**src/rtl/muldiv_pkg.sv**
```systemverilog
// muldiv_pkg: shared op encoding, FSM states and iteration count for the HI/LO multiply/divide unit.
package muldiv_pkg;
    typedef enum logic [1:0] {OP_MULT = 2'b00, OP_MULTU = 2'b01, OP_DIV = 2'b10, OP_DIVU = 2'b11} op_t;
    typedef enum logic [1:0] {S_IDLE, S_RUN, S_DONE} state_t;
    localparam int ITERS = 32;
    function automatic logic [31:0] mag(input logic [31:0] v, input logic neg);
        return neg ? -v : v;
    endfunction
endpackage

```
**src/rtl/muldiv_unit.sv**
```systemverilog
// muldiv_unit: iterative MULT/MULTU/DIV/DIVU with architectural HI/LO registers and MTHI/MTLO writes.
// One 64-bit shift register is shared by shift-add multiply and restoring divide.
module muldiv_unit
    import muldiv_pkg::*;
(
    input  logic        clk,
    input  logic        reset,
    input  logic        start,
    input  logic [1:0]  op,
    input  logic [31:0] a,
    input  logic [31:0] b,
    input  logic        hi_we,
    input  logic        lo_we,
    input  logic [31:0] wdata,
    output logic        busy,
    output logic        done,
    output logic [31:0] hi,
    output logic [31:0] lo
);
    state_t      state;
    logic [4:0]  cnt;
    logic [63:0] acc;
    logic [31:0] opnd;
    logic        is_div, neg_p, neg_r, dz;
    logic        sa, sb;
    logic [31:0] ma, mb;
    logic [32:0] sum, diff;
    logic [63:0] mul_next, div_next, prod, res;
    // Signed ops (MULT, DIV) have op[0] clear
    assign sa = a[31] & ~op[0];
    assign sb = b[31] & ~op[0];
    assign ma = mag(a, sa);
    assign mb = mag(b, sb);
    always_comb begin
        sum      = {1'b0, acc[63:32]} + (acc[0] ? {1'b0, opnd} : 33'd0);
        mul_next = {sum, acc[31:1]};
        diff     = acc[63:31] - {1'b0, opnd};
        div_next = diff[32] ? {acc[62:0], 1'b0} : {diff[31:0], acc[30:0], 1'b1};
        prod     = neg_p ? -acc : acc;
        res      = is_div ? {mag(acc[63:32], neg_r), dz ? 32'hFFFF_FFFF : mag(acc[31:0], neg_p)} : prod;
    end
    always_ff @(posedge clk or posedge reset) begin
        if (reset) begin
            state  <= S_IDLE;
            cnt    <= '0;
            acc    <= '0;
            opnd   <= '0;
            is_div <= 1'b0;
            neg_p  <= 1'b0;
            neg_r  <= 1'b0;
            dz     <= 1'b0;
            busy   <= 1'b0;
            done   <= 1'b0;
            hi     <= '0;
            lo     <= '0;
        end else begin
            done <= 1'b0;
            case (state)
                S_IDLE: begin
                    if (hi_we) hi <= wdata;
                    if (lo_we) lo <= wdata;
                    if (start) begin
                        state  <= S_RUN;
                        busy   <= 1'b1;
                        cnt    <= '0;
                        is_div <= op[1];
                        neg_p  <= sa ^ sb;
                        neg_r  <= sa;
                        dz     <= op[1] && b == 32'd0;
                        // Divide iterates on the dividend, multiply on the multiplier
                        acc    <= {32'd0, op[1] ? ma : mb};
                        opnd   <= op[1] ? mb : ma;
                    end
                end
                S_RUN: begin
                    acc <= is_div ? div_next : mul_next;
                    cnt <= cnt + 5'd1;
                    if (cnt == 5'(ITERS - 1)) state <= S_DONE;
                end
                S_DONE: begin
                    {hi, lo} <= res;
                    done     <= 1'b1;
                    busy     <= 1'b0;
                    state    <= S_IDLE;
                end
                default: state <= S_IDLE;
            endcase
        end
    end
endmodule

```
**config.mk**
```make
export PLATFORM = sky130hd
export DESIGN_NAME = muldiv_unit
export DESIGN_NICKNAME = d
export VERILOG_FILES = /design/src/rtl/muldiv_pkg.sv /design/src/rtl/muldiv_unit.sv
export SDC_FILE = /design/constraint.sdc
export NUM_CORES = 1
export LEC_CHECK = 0
export CAP_MARGIN = 20
export CORE_UTILIZATION = 50
export CTS_BUF_LIST = sky130_fd_sc_hd__clkbuf_16
export DETAILED_ROUTE_END_ITERATION = 8
export MAX_ROUTING_LAYER = met4
export PLACE_DENSITY = 0.74
export SLEW_MARGIN = 20
export SYNTH_ARGS = -nofsm -noshare
export SYNTH_HDL_FRONTEND = slang
export SYNTH_SLANG_ARGS = --single-unit
```
**constraint.sdc**
```tcl
create_clock -name clk -period 6.2 [get_ports clk]
set_input_delay 0.93 -clock clk [delete_from_list [all_inputs] [get_ports clk]]
set_output_delay 0.93 -clock clk [all_outputs]
set_load 0.005 [all_outputs]
```
== After elaboration in Yosys (flattened, before gate mapping) ==
Index checks and enable logic that the tools add are counted.
Cells by class
  $add $sub $neg: 8
  equal/unequal tests: 7
  multiplexer cells: 26
  bitwise logic cells: 4
  reduce and logical (&&, ||, !) cells: 11
Operator list (count)
  $mux 32: 10
  $mux 64: 5
  $neg 32->32: 4
  $pmux 32 s2: 2
  $pmux 64 s2: 1
  $neg 64->64: 1
  $add 32x32->33: 1
  $sub 33x32->33: 1
  $logic_not 32->1: 1
  $reduce_and 2->1: 6
  $pmux 5 s2: 1
  $ne 2x2->1 const B: 4
  $add 5x1->5 const B: 1
  $eq 5x5->1 const B: 1
  $mux 5: 1
  $mux 2: 2
  $pmux 2 s2: 1
  $reduce_bool 2->1: 2
  $and 1x1->1: 2
  $eq 2x1->1 const B: 1
  $eq 2x2->1 const B: 1
  $logic_not 2->1: 1
  $mux 1: 2
  $pmux 1 s2: 1
  3 further kinds: 3
Word-level totals
  flip-flop bits (word level): 173
  input port bits: 103
  output and inout bits: 66
  logic and storage cells: 68

== Longest topological paths before layout ==
Gate-level depths: netlist of the first run.
  depth after elaboration: 6
  depth in mapped cells: 15
  mapped depth without buffers: 14

== Least setup slack after synthesis of the first run ==
OpenSTA, ideal clock, no wires.
  path kind: reg-to-reg
  start point: register acc[32]
  end point: register acc[59]
  setup time: 0.142 ns
  data arrival time: 3.060 ns
  data required time: 6.058 ns
  setup slack: 2.998 ns
  cell stages (with the launch flop): 15
  buffers on the path: 3
  period minus slack after synthesis: 3.202 ns
  cell sequence: dfrtp_1 -> clkbuf_1 -> inv_1 -> fa_1 -> nand2b_1 -> a21oi_1 -> o21ai_0 -> a2111oi_4 -> o21ai_1 -> nor2b_1 -> o211ai_1 -> buf_4 -> buf_6 -> mux2i_1 -> o221ai_1
On the way
  longest elaborated chain between the ends: 4
  elaborated cells on any way between the ends: 5
  those cells by class: add/sub: 2; mux: 3
Ends and longest elaborated chain
  start, declared: line muldiv_unit.sv:22  | logic [63:0] acc;
  start signal, assigned: line muldiv_unit.sv:71  | acc <= {32'd0, op[1] ? ma : mb};
  start signal, assigned: line muldiv_unit.sv:76  | acc <= is_div ? div_next : mul_next;
  $sub 33x32->33: line muldiv_unit.sv:37  | diff = acc[63:31] - {1'b0, opnd};
  $mux 64: line muldiv_unit.sv:38  | div_next = diff[32] ? {acc[62:0], 1'b0} : {diff[31:0], acc[30:0], 1'b1};
  $mux 64 (*): line muldiv_unit.sv:76
  $pmux 64 s2 (*): line muldiv_unit.sv:58  | case (state)
Mark *: on every way between the ends. The rest lies on a longest branch, timed or not.
A chain may end at the register's enable or synchronous reset.

== Worst setup path after layout of the first run ==
  start point: register acc[0]
  end point: register acc[61]
On the way
  longest elaborated chain between the ends: 4
Ends and longest elaborated chain
  $mux 32: line muldiv_unit.sv:35  | sum = {1'b0, acc[63:32]} + (acc[0] ? {1'b0, opnd} : 33'd0);
  $add 32x32->33: line muldiv_unit.sv:35
  $mux 64: line muldiv_unit.sv:76
  $pmux 64 s2: line muldiv_unit.sv:58
No other way between the ends.

==> metrics.cfg, run 1 <==
[outcome]
outcome = completed

[sta]
worst_slew_pin_slew_ps = 1080
layout_min_cycle_time_ps = 3940
fin_worst_skew_ps = 16.8
finalHoldViolations = 0
relSlewSlack_pct = 27.9
report.final.slew_viol_count = 0
tns_ps = 0
rsz0062_at_grt = no
setup_violations = 0
fin_crit_sh_pct = 63.6
max_freq_ghz = 0.254

[clock_network]
tritoncts = done
htreeDepth = 4
clkSinkCount = 173
clk_latency_ps = 440
postCtsResizedCells = 0
holdBufCountCts = 0
cts_post_setup_buffers_inserted = 0
cts_buffer_depth = 2
cts_buffers = 17
clkTransAtPathRegs_ps = 80
root_buffer = clkbuf_16

[setup_path]
critical_path_arrival_ps = 4250
required_ps = 6510
crit_path_end_kind = register
critPathMaxFanout = 31
worst_setup_path_start_kind = register
critPathKind = register to register

[route]
wl_per_cell_um = 20.8
dr.pass1.iters = 5
ant_nets = 0
first_iter_violations = 1563
num_vias = 14681
post_drt_via_cell_ratio = 6.20
drt-total-wl_um = 49200
drc = 0

[floorplanning]
io_pins = 169
dieArea_um2 = 30200
fp-row-count = 62
chipHeight_um = 174
core_um2 = 28900
start_util_pct = 51.2
die_width_um = 174

[pwr]
powerDensity_nw_per_um2 = 594
vdd_drop_max_v = 0.000410
power_leakage_nw = 7.14
p_total_mw = 10.2

[final_layout]
area_delta_synth_final_pct = 16.5
n_antenna_cell = 0
nets = 2145
drive_gt1_share_pct = 5.35
fillers = 2651
seq_area_um2 = 4330
multiInputGateArea_um2 = 9730

[global_route]
grt_pass1_vias = 13727
gr-usage-all-layers_pct = 33.8
grt_pass1_wl_um = 77600
antenna_found_initial = 1
grt_max_degree = 104
overflow = 0

[logic_synthesis]
synthArstFlopShare_pct = 100
ys.flop_type = dfrtp_1
ys_warn_count = 0
synth_area_per_cell_um2 = 7.84
synth.distinct_cells = 84
yosysSeqAreaShare_pct = 29.3
synthCells = 1886
synthTopCellsByCount = 186 x nand2_1, 184 x nor2_1, 178 x a21oi_1
syn-num-nets = 2061
yosysTopAreaCellShare_pct = 29.3
syn-cell-area_um2 = 14800
synth_area_leaders = dfrtp_1 29%, xnor2_1 7.6%, a21oi_1 6.0%
yosysMostFrequentCell = nand2_1
ys_ff_latch = 173
yosysTopAreaCell = dfrtp_1
synth_edf_count = 0

[place]
dp_hpwl_um = 37900
gp_congestion = 1.01
numPortBuffers = 168

[flow_run]
maxCapViolations = 0

[hold_path]
hold_path_class = register to register

[worst paths after layout]
check | startpoint | endpoint | slack [ps] | depth (start not counted)
hold reg to reg | lo[10] | lo[10] | 480 | 2
setup reg to reg | acc[0] | acc[61] | 2260 | 14
setup / recovery | acc[0] | acc[61] | 2260 | 14
hold / removal | lo[10] | lo[10] | 480 | 2
max in group asynchronous | reset | is_div | 4020 | 3
min in group asynchronous | reset | lo[10] | 1000 | 2
[stage by stage]
stage | instance area (µm²) | utilization (%) | cells | hold WS (ps) | setup slack (ps)
finish | 17200 | 59.7 | 2367 | 483 | 2260
global route | 17200 | 59.7 | 2367 | 504 | 2020
CTS | 17200 | 59.7 | 2367 | 484 | 2370
detailed placement | 16600 | 57.5 | 2335 | 466 | 2190
global placement | 16600 | 57.5 | 2335 | 462 | 2330
floorplan | 14800 | - | 1886 | 449 | 582
[registers in the layout, summed over array words and instances, names as in the netlist]
register and count:
lo 32, neg_p 1, opnd 32, acc 64
state 2, busy 1, is_div 1, dz 1
neg_r 1, hi 32, done 1, cnt 5
[area by class of cell]
class / count / share of cell area (%)
clock inverter: 15 / 1.13
tap: 384 / 2.79
multi-input combinational: 1532 / 56.5
clock buffer: 17 / 2.47
timing repair buffer: 188 / 10.6
inverter: 58 / 1.29
sequential: 173 / 25.2
[metal layers]
| layer | routed length, µm | vias to the layer above | global-route usage [%] |
|---|---|---|---|
| met5 | 0 | - | - |
| met4 | 1310 | 0 | 10.7 |
| met3 | 3810 | 67 | 4.02 |
| met2 | 22100 | 675 | 51.2 |
| met1 | 22000 | 7006 | 47.0 |
| li1 | - | 6933 | - |
[worst max-delay path, stage by stage (launching register included)]
cell,delay (ps)
dfrtp_1,460
inv_1,80
buf_4,320
nor2_1,80
ha_1,330
nor2b_1,170
o31ai_1,280
a21oi_1,190
a221o_1,430
a211oi_1,580
o31ai_1,180
a21oi_1,340
or4_1,160
and3_1,140
o21ai_1,60
[kinds of logic after synthesis]
logic type,share of synthesized area (%)
compound gates,25.6
simple gates,19.0
buf+inv,4.96
xor+xnor,10.4
flops,29.3
fa+ha+maj,6.20
mux,4.52
[cells in the final DEF, fill, tap and decap left out, types with 17 or more instances in the layout]
| cell | Yosys | final |
|---|---|---|
| o21ai_1 | 63 | 63 |
| mux2i_1 | 60 | 60 |
| nand3_1 | 31 | 31 |
| o31ai_1 | 25 | 25 |
| nor2_1 | 184 | 184 |
| o21ai_0 | 159 | 159 |
| xnor2_1 | 128 | 128 |
| o22ai_1 | 40 | 40 |
| a21oi_1 | 178 | 178 |
| ha_1 | 70 | 70 |
| a21o_1 | 31 | 31 |
| dfrtp_1 | 173 | 172 |
| nor3_1 | 33 | 33 |
| clkbuf_16 | 0 | 17 |
| clkdlybuf4s50_1 | 0 | 167 |
| or3_1 | 19 | 19 |
| xor2_1 | 48 | 48 |
| nand2_1 | 186 | 185 |
| buf_4 | 3 | 20 |
| a22oi_1 | 26 | 26 |
| inv_1 | 57 | 55 |
| nand2b_1 | 20 | 19 |
| and3_1 | 20 | 20 |
[where the power goes]
group / switching, mW / internal, mW
logic: 3.66 / 2.89
registers: 0.831 / 1.68
clock network: 0.544 / 0.617
total: 5.04 / 5.18
(Power assumes the default switching activity.)
==> run 2: changes to the inputs <==
Clock period 6.2 ns to 3.9 ns, I/O delays scaled along.
==> run 2 against run 1 <==
Critical path depth unchanged. Sequential power is 51% higher. Cell count increased by 2.0%. Highest routed layer unchanged. Combinational power grew 73%. Largest cell class unchanged. Final area increased by 2.3%.
==> metrics.cfg, run 2 (synthesis results as in run 1) <==
[final_layout]
regMostFlops = acc
largest_reg_flops = 64
drive_gt1_share_pct = 7.58
final_common_cell = nand2_1
area_delta_synth_final_pct = 19.2
nets = 2193
final_cells = 2415
final_cell_mix = 185 x nand2_1, 184 x nor2_1, 178 x a21oi_1
fin_area_um2 = 17600
n_antenna_cell = 0

[place]
dp_hpwl_um = 39500
dpl.cell_count = 2374
dpl_cell_area_um2 = 16900
numPortBuffers = 168
gp_congestion = 0.957

[pwr]
power_leakage_nw = 7.38
vdd_drop_max_v = 0.000514
powerDensity_nw_per_um2 = 959

[global_route]
gr-usage-met2_pct = 51.8
overflow = 0
grt_pass1_vias = 13625
busiest_layer = met2
gr-usage-all-layers_pct = 34.3
grt_pass1_wl_um = 78400
grt_max_degree = 88
antenna_found_initial = 1
grt_use_met3_pct = 4.62
use_met1_pct = 48.1

[setup_path]
critical_path_arrival_ps = 3960
worst_setup_path_start_kind = register
crit_path_end_kind = register
critPathKind = register to register
required_ps = 4220
critPathMaxFanout = 17

[route]
num_vias = 14801
dr.pass1.iters = 6
post_drt_via_cell_ratio = 6.13
wl_per_cell_um = 20.8
first_iter_violations = 1626
drc = 0
ant_nets = 0
drt-total-wl_um = 50300

[clock_network]
holdBufCountCts = 0
tritoncts = done
root_buffer = clkbuf_16
clkTransAtPathRegs_ps = 90
htreeDepth = 4
clk_latency_ps = 450
cts_buffers = 17
cts_buffer_depth = 2
clkSinkCount = 173

[sta]
layout_min_cycle_time_ps = 3640
relSlewSlack_pct = 39.9
rsz0062_at_grt = no
whs_ps = 476
setup_violations = 0
fin_worst_skew_ps = 19.5
max_freq_ghz = 0.275
tns_ps = 0
worst_slew_pin_slew_ps = 898
finalHoldViolations = 0
report.final.slew_viol_count = 0
fin_crit_sh_pct = 93.4

[floorplanning]
chipHeight_um = 174
core_um2 = 28900
die_width_um = 174
dieArea_um2 = 30200
start_util_pct = 51.2
fp-row-count = 62
io_pins = 169

[hold_path]
hold_path_class = input pin to async pin

[flow_run]
maxCapViolations = 0

[outcome]
outcome = completed

run 2: final cells by class:
class	instances	area, µm²
Clock buffer	17	425
Clock inverter	15	181
Fill cell	2666	11200
Inverter	58	221
Multi-Input combinational cell	1532	9730
Sequential cell	173	4330
Tap cell	384	480
Timing Repair Buffer	236	2240
run 2: power breakdown:
group | internal (mW) | total [mW] | switching (mW)
registers | 2.67 | 3.78 | 1.12
clock network | 0.881 | 1.81 | 0.929
logic | 5.04 | 11.3 | 6.25
run 2: routing by layer:
layer / wire (µm) / vias to the layer above
li1: - / 7025
met1: 22500 / 7070
met2: 22400 / 633
met3: 4010 / 73
met4: 1460 / 0
met5: 0 / -
run 2: worst max-delay path: stages, from the launching register on:
cell and delay (ps):
dfrtp_1 420, inv_1 80, ha_1 220, fa_1 420, nand2b_1 190, a21oi_1 200, o21ai_0 220, a2111oi_4 390
o21ai_1 130, nor2b_1 150, o211ai_1 330, clkbuf_8 310, buf_4 160, mux2i_1 210, o21ai_1 70
run 2: stage by stage:
stage,setup WS [ps],util (%),power (mW)
final,258,61.0,16.9
after global routing,7.76,61.0,18.1
after CTS,185,60.8,16.4
after detailed placement,214,58.7,14.6
after global placement,245,58.7,14.4
after floorplan,698,-,11.0
run 2: worst paths after layout:
path	from	depth (start not counted)	end	slack, ps
min reg2reg	hi[16]	2	hi[16]	480
max reg2reg	acc[31]	14	acc[58]	260
max	acc[31]	14	acc[58]	260
max in group asynchronous	reset	3	is_div	2580
min	reset	2	lo[16]	480
min in group clk	hi[16]	2	hi[16]	480
run 2: repair_timing:
action | CTS | global route
buffers inserted | 0 | 9
endpoints found under the setup margin | 0 | 5
gates resized for setup | 0 | 2
==> run 3: changes to the inputs <==
Settings changed: CORE_ASPECT_RATIO set to 1.75, SLEW_MARGIN 20 to unset.
==> run 3 against run 2 <==
Sequential share of layout area is essentially flat. Fmax grew 0.63%. Global-route usage increased by 1.4 points. Setup slack improved by 23 ps. Flip-flop and latch count did not move. Non-clock buffer count is 7 lower. Total power fell by 1.7%. Critical endpoint is now acc[61]. Largest power group unchanged.
==> metrics.cfg, run 3 (synthesis results as in run 1) <==
[sta]
finalHoldViolations = 0
worst_slew_pin_slew_ps = 903
report.final.slew_viol_count = 0
setup_violations = 0
tns_ps = 0
layout_min_cycle_time_ps = 3620
fin_worst_skew_ps = 11.0
rsz0062_at_grt = no
fin_crit_sh_pct = 92.8
relSlewSlack_pct = 39.6
setup_slack_ps = 281
max_freq_ghz = 0.276

[setup_path]
slowest_delay_ps = 460
crit_chain = inv_1, nor2_1, ha_1, nor2b_1, o31ai_1, a21oi_1, a221o_1, a211oi_1, o31ai_1, a21oi_1, or4_1, and3_1, o21ai_1
critical_path_arrival_ps = 3950
crit_start = acc[0]
worst_setup_path_start_kind = register
required_ps = 4230
timing.rr.start = acc[0]
critPathKind = register to register
critPathMaxFanout = 11
r2r_cells = 13
crit_path_end_kind = register
r2r-end = acc[61]
reg2reg_slack_ps = 280
critPathSlowestCell = a221o_1

[place]
dp_hpwl_um = 41300
numPortBuffers = 168
pre_cts_ws_ps = 284
gp_congestion = 0.974

[pwr]
power_leakage_nw = 7.36
powerDensity_nw_per_um2 = 943
vdd_drop_max_v = 0.000536

[floorplanning]
start_util_pct = 51.3
io_pins = 169
fp-row-count = 82
die_width_um = 132
core_um2 = 28800
dieArea_um2 = 30300
chipHeight_um = 229

[route]
dr.pass1.iters = 7
first_iter_violations = 1090
post_drt_via_cell_ratio = 6.20
ant_nets = 0
drc = 0
num_vias = 14895
drt-total-wl_um = 52400
wl_per_cell_um = 21.8

[clock_network]
cts_buffer_depth = 2
root_buffer = clkbuf_16
holdBufCountCts = 0
cts_post_setup_buffers_inserted = 0
tritoncts = done
cts_buffers = 17
clkSinkCount = 173
clkTransAtPathRegs_ps = 80
htreeDepth = 4
clk_latency_ps = 470
postCtsResizedCells = 0

[hold_path]
hold_path_class = register to register
hold_depth = 2
hold_start = lo[11]
worstHoldEndpoint = lo[11]

[global_route]
overflow = 0
grt_pass1_wl_um = 80400
grt_pass1_vias = 14470
antenna_found_initial = 0
gr-usage-all-layers_pct = 35.7
grt_max_degree = 66

[final_layout]
final_cell_mix = 185 x nand2_1, 184 x nor2_1, 178 x a21oi_1
nets = 2186
drive_gt1_share_pct = 7.26
regMostFlops = acc
n_antenna_cell = 0
largest_reg_flops = 64
final_common_cell = nand2_1
area_delta_synth_final_pct = 19.1

[flow_run]
maxCapViolations = 0

[outcome]
outcome = completed

## run 3: area by class of cell
cell class	instances	area, µm²
Clock buffer	17	425
Inverter	58	221
Timing Repair Buffer	229	2220
Tap cell	378	473
Multi-Input combinational cell	1532	9730
Fill cell	2581	11200
Clock inverter	15	194
Sequential cell	173	4330
## run 3: per-layer routing
metal	global-route usage, %	share of wire, %	vias to the layer above
met5	-	0	-
met4	26.3	7.9	0
met3	4.01	4.4	210
met2	62.1	51	566
met1	37.0	36	7110
li1	-	-	7009
## run 3: report_power, final
| group | internal (mW) | total (mW) | switching [mW] |
|---|---|---|---|
| clock network | 0.931 | 1.83 | 0.901 |
| logic | 4.86 | 11.1 | 6.27 |
| registers | 2.67 | 3.64 | 0.970 |
| total | 8.46 | 16.6 | 8.14 |
## run 3: how the worst max path moves through the flow
stage,slack (ps),end,depth (start not counted)
2_1_floorplan,700,acc[59],14
3_3_place_gp,330,acc[30],11
3_5_place_dp,280,acc[42],13
4_1_cts,250,acc[42],13
5_1_grt,10,acc[60],14
6_report,280,acc[61],13
## run 3: through the flow
step	utilization (%)	power (mW)	instances	cell area, µm²	hold WS (ps)
floorplan	-	11.0	1886	14800	449
global placement	58.8	14.4	2369	16900	462
detailed placement	58.8	14.6	2369	16900	471
CTS	60.9	16.5	2401	17600	488
global route	61.0	17.7	2402	17600	507
finish	61.0	16.6	2402	17600	485
## run 3: worst max-delay path: cells and delay by family, from the launching register on
family	cells	cell delay, ps
adders and majority gates	1	330
AOI/OAI and AO/OA	7	1920
and+or+nand+nor	4	530
buffers and inverters	1	300
DFF	1	400
